**src/rtl/io_responder.sv**
```systemverilog
// io_responder: IN/OUT peripheral with double-dabble 7-segment display and debounced key input
// Define SIGNED_DISPLAY_EN to show out_data as a two's complement value.
module io_responder #(
    parameter int DEBOUNCE_CYCLES = 4,
    parameter int SW_WIDTH = 15
) (
    input  logic                Clock,
    input  logic                reset,
    input  logic                in_req,
    input  logic                out_req,
    input  logic [31:0]         out_data,
    input  logic                insert,
    input  logic [SW_WIDTH-1:0] SW,
    output logic [31:0]         in_data,
    output logic                in_ack,
    output logic                out_ack,
    output logic                stall,
    output logic [6:0]          HEX0,
    output logic [6:0]          HEX1,
    output logic [6:0]          HEX2,
    output logic [6:0]          HEX3,
    output logic [6:0]          HEX4,
    output logic [6:0]          HEX5,
    output logic [6:0]          HEX6,
    output logic [6:0]          HEX7
);
    typedef enum logic [2:0] {IDLE, CONVERT, SHOW, WAIT_PRESS, WAIT_RELEASE} state_t;
    localparam int DW = $clog2(DEBOUNCE_CYCLES + 1);
    localparam logic [6:0] DASH = 7'h3F;
    localparam logic [6:0] BLANK = 7'h7F;
    state_t state;
    logic [31:0] bin;
    logic [39:0] bcd;
    logic [38:0] bcd_adj;
    logic [4:0] steps;
    logic [DW-1:0] deb;
    logic [7:1] lead;
    logic ovf;
    logic [7:0][6:0] hex, disp;
`ifdef SIGNED_DISPLAY_EN
    logic neg;
`endif

    function automatic logic [6:0] seg(input logic [3:0] d);
        case (d)
            4'd0: seg = 7'h40;
            4'd1: seg = 7'h79;
            4'd2: seg = 7'h24;
            4'd3: seg = 7'h30;
            4'd4: seg = 7'h19;
            4'd5: seg = 7'h12;
            4'd6: seg = 7'h02;
            4'd7: seg = 7'h78;
            4'd8: seg = 7'h00;
            default: seg = 7'h10;
        endcase
    endfunction

    // The top digit never exceeds 4, so it is passed through without adjustment.
    always_comb begin
        bcd_adj = bcd[38:0];
        for (int i = 0; i < 9; i++)
            bcd_adj[4*i+:4] = bcd[4*i+:4] > 4'd4 ? bcd[4*i+:4] + 4'd3 : bcd[4*i+:4];
    end

    always_comb begin
        lead = '0;
        for (int i = 1; i < 8; i++) lead[i] = |(bcd[31:0] >> (4 * i));
`ifdef SIGNED_DISPLAY_EN
        ovf = neg ? |bcd[39:28] : |bcd[39:32];
`else
        ovf = |bcd[39:32];
`endif
        disp[0] = ovf ? DASH : seg(bcd[3:0]);
        for (int i = 1; i < 8; i++)
            disp[i] = ovf ? DASH : lead[i] ? seg(bcd[4*i+:4]) : BLANK;
`ifdef SIGNED_DISPLAY_EN
        if (neg) disp[7] = DASH;
`endif
    end

    always_ff @(posedge Clock) begin
        if (!reset) begin
            state <= IDLE;
            in_data <= '0;
            in_ack <= 1'b0;
            out_ack <= 1'b0;
            deb <= '0;
            bin <= '0;
            bcd <= '0;
            steps <= '0;
            hex <= {8{BLANK}};
`ifdef SIGNED_DISPLAY_EN
            neg <= 1'b0;
`endif
        end else begin
            in_ack <= 1'b0;
            out_ack <= 1'b0;
            case (state)
                IDLE: begin
                    if (out_req) begin
`ifdef SIGNED_DISPLAY_EN
                        neg <= out_data[31];
                        bin <= out_data[31] ? -out_data : out_data;
`else
                        bin <= out_data;
`endif
                        bcd <= '0;
                        steps <= '0;
                        state <= CONVERT;
                    end else if (in_req) begin
                        deb <= '0;
                        state <= WAIT_PRESS;
                    end
                end
                CONVERT: begin
                    bcd <= {bcd_adj, bin[31]};
                    bin <= {bin[30:0], 1'b0};
                    steps <= steps + 5'd1;
                    if (steps == 5'd31) state <= SHOW;
                end
                SHOW: begin
                    hex <= disp;
                    out_ack <= 1'b1;
                    state <= IDLE;
                end
                WAIT_PRESS, WAIT_RELEASE: begin
                    // insert is active-low: a press is 0, a release is 1
                    if (insert != (state == WAIT_RELEASE)) deb <= '0;
                    else if (deb == DW'(DEBOUNCE_CYCLES - 1)) begin
                        deb <= '0;
                        if (state == WAIT_PRESS) begin
                            in_data <= 32'(SW);
                            in_ack <= 1'b1;
                            state <= WAIT_RELEASE;
                        end else state <= IDLE;
                    end else deb <= deb + 1'b1;
                end
                default: state <= IDLE;
            endcase
        end
    end

    assign stall = (in_req | out_req) & ~in_ack & ~out_ack;
    assign HEX0 = hex[0];
    assign HEX1 = hex[1];
    assign HEX2 = hex[2];
    assign HEX3 = hex[3];
    assign HEX4 = hex[4];
    assign HEX5 = hex[5];
    assign HEX6 = hex[6];
    assign HEX7 = hex[7];
endmodule

```
**config.mk**
```make
export PLATFORM = sky130hd
export DESIGN_NAME = io_responder
export DESIGN_NICKNAME = d
export VERILOG_FILES = /design/src/rtl/io_responder.sv
export SDC_FILE = /design/constraint.sdc
export NUM_CORES = 1
export LEC_CHECK = 0
export BUFFER_PORTS_ARGS = -buffer_cell sky130_fd_sc_hd__buf_2
export CORE_MARGIN = 8
export CORE_UTILIZATION = 57
export CTS_CLUSTER_SIZE = 12
export DETAILED_ROUTE_END_ITERATION = 10
export GPL_ROUTABILITY_DRIVEN = 0
export PLACE_DENSITY = 0.91
export SLEW_MARGIN = 10
export SYNTH_ARGS = -nofsm -noshare
export SYNTH_HDL_FRONTEND = slang
export SYNTH_SLANG_ARGS = --single-unit
```
**constraint.sdc**
```tcl
create_clock -name Clock -period 2.75 [get_ports Clock]
set_input_delay 0 -clock Clock [delete_from_list [all_inputs] [get_ports Clock]]
set_output_delay 0 -clock Clock [all_outputs]
set_load 0.005 [all_outputs]
```
# [After elaboration in Yosys (flattened, before gate mapping)]
# Memory sizes are Yosys's and may differ from the RTL's. A register that Yosys moved wholly into a read port is not among the register bits.
# Cells that the tools add are included.
[totals] register_bits=156 romBits=896 inputBits=52 output_inout_bits=91 memories=8
[classes] n_addsub=11 n_lt_le_gt_ge=9 n_eq_ne=14 mux=60 bitwise=9 n_reduce_logical=17
[memory_table] memory="(no name shown)" words=16 width=7 read_ports=1 rd_ports_with_merged_regs=1 wr=0 line="45" text="case (d)"
[memory_table] memory="(no name shown)" words=16 width=7 read_ports=1 rd_ports_with_merged_regs=1 wr=0 line="45"
[memory_table] memory="(no name shown)" words=16 width=7 read_ports=1 rd_ports_with_merged_regs=1 wr=0 line="45"
[memory_table] memory="(no name shown)" words=16 width=7 read_ports=1 rd_ports_with_merged_regs=1 wr=0 line="45"
[memory_table] memory="(no name shown)" words=16 width=7 read_ports=1 rd_ports_with_merged_regs=1 wr=0 line="45"
[memory_table] memory="(no name shown)" words=16 width=7 read_ports=1 rd_ports_with_merged_regs=1 wr=0 line="45"
[memory_table] memory="+2 memories"
[ops] op="7-bit 2-to-1 mux" count=15
[ops] op="4-bit 2-to-1 mux" count=25
[ops] op="40-bit one-hot mux with 2 select lines" count=1
[ops] op="32-bit one-hot mux with 2 select lines" count=1
[ops] op="40-bit 2-to-1 mux" count=1
[ops] op="4-bit by 2-bit adder with 4-bit output, second input constant" count=9
[ops] op="4-bit by 3-bit > comparator with 1-bit output, second input constant" count=9
[ops] op="32-bit 2-to-1 mux" count=1
[ops] op="3-bit 2-to-1 mux" count=10
[ops] op="28-bit OR reduction" count=1
[ops] op="24-bit OR reduction" count=1
[ops] op="20-bit OR reduction" count=1
[ops] op="16-bit OR reduction" count=1
[ops] op="8-bit OR reduction" count=2
[ops] op="2-bit inequality test, second input constant" count=6
[ops] op="12-bit OR reduction" count=1
[ops] op="5-bit one-hot mux with 2 select lines" count=1
[ops] op="3-bit by 2-bit equality test with 1-bit output, second input constant" count=3
[ops] op="3-bit one-hot mux with 3 select lines" count=1
[ops] op="4-bit AND reduction" count=2
[ops] op="4-bit OR reduction" count=2
[ops] op="1-bit inverter" count=6
[ops] op="3-bit one-hot mux with 2 select lines" count=1
[ops] op="5-bit by 1-bit adder with 5-bit output, second input constant" count=1
[ops] op="other kinds (15)" count=18

# [Depth between registers and ports, before layout]
[logic_depth] ltp_word=5 mapped_depth=11 mapped_depth_nobuf=10

# [Worst setup path before layout]
# No wires, ideal clock.
[synth_path] path_type="register -> register" start="register state[2]" end="register (tool-made name)" setup_time_ps=70 t_arrival_ps=2271 required_ps=2680 path_slack_ps=409 path_stages_with_launch=11 synth_period_minus_slack_ps=2341 cell_sequence="dfxtp_1 > buf_2 > or2_1 > buf_2 > nor2_8 > buf_6 > o32ai_2 > inv_1 > ha_1 > or3_1 > a21oi_1"
[synth_lines] item="start, declared" line="31" text="state_t state;"
[synth_lines] item="start signal, assigned" line="84" text="state <= IDLE;"
[synth_lines] item="start signal, assigned" line="110" text="state <= CONVERT;"
[synth_lines] item="start signal, assigned" line="113" text="state <= WAIT_PRESS;"

==> metrics.txt <==
met3 WL=1650 um; final hold slack=0.0260 ns; Critical Path RT=3.17 ns; Final Non-Filler Cells=1467; Final Hold Viols=0; CTS tree=yes; Final TNS setup=0 ns; Setup violations, final=0; CP max FO=34; vias in the first global route=between 8000 and 9000; r2r startpoint=state[1]; Min-Delay Path Depth=5; Die ar.=21100 sq um; CTS buffer count=23; gr ovfl total=0; Routed WL=23900 um; RSZ-0062 raised after global routing=false; # port buffers=125; clk_lat worst skew=0.50 ns; post-synthesis sequential area ratio=44.5%; final count of pins violating max slew=0; Setup crit start kind=flip-flop; layout cell share with drive strength beyond 1=18.0%; Reg2Reg Depth=7; Setup CP Type=reg -> reg; first-pass GRT wire length=39000 um; uppermost layer routed=met4; outcome=finished, final reports clean; hold path start=out_req; 1st-iter DRT viols=645; most common cell in the netlist=dfxtp_1; most instantiated cells after synthesis=212 x dfxtp_1, 167 x nand2_1, 82 x nor2_1; Hold Path Class=in -> reg; Seq cells post-synth=between 200 and 250; Hold Buf Count CTS=50; combinational share of power=8.4%; switching power share of the total=23.8%; synthesized area=roughly 9500 sq um; initial antenna violation count=0; Sink Count=212; Max Fclk=390 MHz; Lkg Pwr=4.73 nW; PwrDens=571 nW/um^2; Initial Util=57.9%; metal2 WL=about 12000 um; die width=around 150 um; Die H=145 um; largest net degree at the start of global routing=59; synth top area cells=dfxtp_1 44%, ha_1 6.8%, nand2_1 6.6%, o22ai_1 3.5%, nor2_1 3.2%; drt wl/cell=16.3 um; max_cap viols=0; Peak VDD IR=0.439 mV; DRC violations left=0; slew at the pin closest to its max-slew limit=between 0.5 and 0.6 ns; worst path arrival time=2.98 ns; Final #Nets=1341; Synth top area share=about 44%; antenna cells=0; kind of end point of the critical path=flip-flop; Rows=47; internal power=0.00499 W; post-route cell area=11500 sq um; crit share post-route=just over 90%; DP Area=10300 sq um; Post-Syn Area per Cell=8.88 sq um; WL met1=9750 um; Core Region=16500 sq um; Synth cell types=69; clock power share=42.7%; Vias/cell=approximately 5.8; Via Count=8464; commonest register cell after synthesis=dfxtp_1; power share of the sequential group=48.9%; Worst slew margin=60.5%; post_cts resized=0; placed cell count=1382; Hold Path Sink=bin[0]; Final Skew=0.0111 ns; Clock Tree Buf Depth=3; switching power of the nets=0.00155 W; fin crit period=2.56 ns; Post-synth EDFFs=0; Top Ports=approximately 140; post-synthesis async set-or-reset flop share=0%; GRT Util Overall=a little over a fifth; DR pass1 iterations=5; Final ANT Viol Nets=0; postcts setup bufs=0; HPWL after DPL=14900 um; clk root buf=clkbuf_16; Reg clk slew, reported paths=around 0.06 ns; H-tree depth=1; yosys warns=0; Mapped Cells=1074; R2R Setup Slk=0.19 ns; top cell type by total area after synthesis=dfxtp_1; fill cell count=~1200; area grow syn2layout=20.2%
metal layers:
layer  vias to the layer above  track usage (%)
met2                       304             37.3
met5                         -                0
met3                        67             4.63
li1                       4121                -
met1                      3972             25.2
met4                         0             8.54
cell type report:
class	count	area [sq um]	share of cell area, %
Clock buffer	31	646	5.63
Timing Repair Buffer	203	1350	11.8
Inverter	55	208	1.81
Multi-Input combinational cell	742	4720	41.2
Sequential cell	212	4240	37.0
Clock inverter	4	23.8	0.207
Tap cell	220	275	2.40
power by group through the flow:
stage               sequential, W  combinational (W)  clock [W]
floorplan                 0.00325           0.000370          0
global placement          0.00326           0.000459          0
detailed placement        0.00326           0.000471          0
CTS                       0.00320           0.000527    0.00283
global route              0.00321           0.000595    0.00295
finish                    0.00320           0.000548    0.00279
critical path, cell delays in order, from the launching register on:
cell	delay, ns
dfxtp_1	0.56
or2_1	0.37
nor2_8	0.19
o32ai_1	0.37
inv_1	0.15
ha_1	0.32
or3_1	0.34
a21oi_1	0.17
through the flow:
stage	setup WS [ns]	total power, W	util, %
floorplan	0.409	0.00362	-
global placement	0.311	0.00372	62.5
detailed placement	0.223	0.00373	62.5
CTS	0.202	0.00655	69.6
global route	0.00548	0.00675	69.6
finish	0.185	0.00654	69.6
worst max path at each step:
stage / start / end / slack [ns] / cells after the start
after global routing: state[1] / flip-flop / 0.005 / 7
after global placement: state[1] / flip-flop / 0.31 / 7
after CTS: state[1] / flip-flop / 0.20 / 7
after detailed placement: state[1] / flip-flop / 0.22 / 7
after floorplan: state[2] / flip-flop / 0.41 / 10
final: state[1] / flip-flop / 0.19 / 7
cell families (layout without fill, tap and decap cells):
| kind of cell | after synthesis | after routing | share of synthesized area (%) |
|---|---|---|---|
| simple gates | 386 | 386 | 19.1 |
| buf+inv | 136 | 293 | 6.74 |
| other cells | 1 | 17 | 0.0393 |
| flops | 212 | 212 | 44.5 |
| mux | 13 | 13 | 1.36 |
| compound gates | 269 | 269 | 21.0 |
| xor+xnor | 5 | 5 | 0.459 |
| fa+ha+maj | 52 | 52 | 6.82 |
cells in the final DEF, fill, tap and decap left out, types with 8 or more instances in the layout:
master and n:
a21oi_1 46, inv_1 49, o32ai_2 8, mux2i_1 13
nor3_1 22, dfxtp_1 212, nor2_1 82, a32oi_1 11
nand2b_1 9, conb_1 17, nor3b_1 8, nand3_1 29
nor2b_1 9, ha_1 52, dlygate4sd3_1 50, nand2_1 167
buf_4 27, buf_2 125, o22ai_1 53, a211oi_1 13
o21ai_0 38, a311oi_1 31, and2_1 10, clkbuf_16 23
or3_1 16, o32ai_1 12
(Power assumes the default switching activity.)
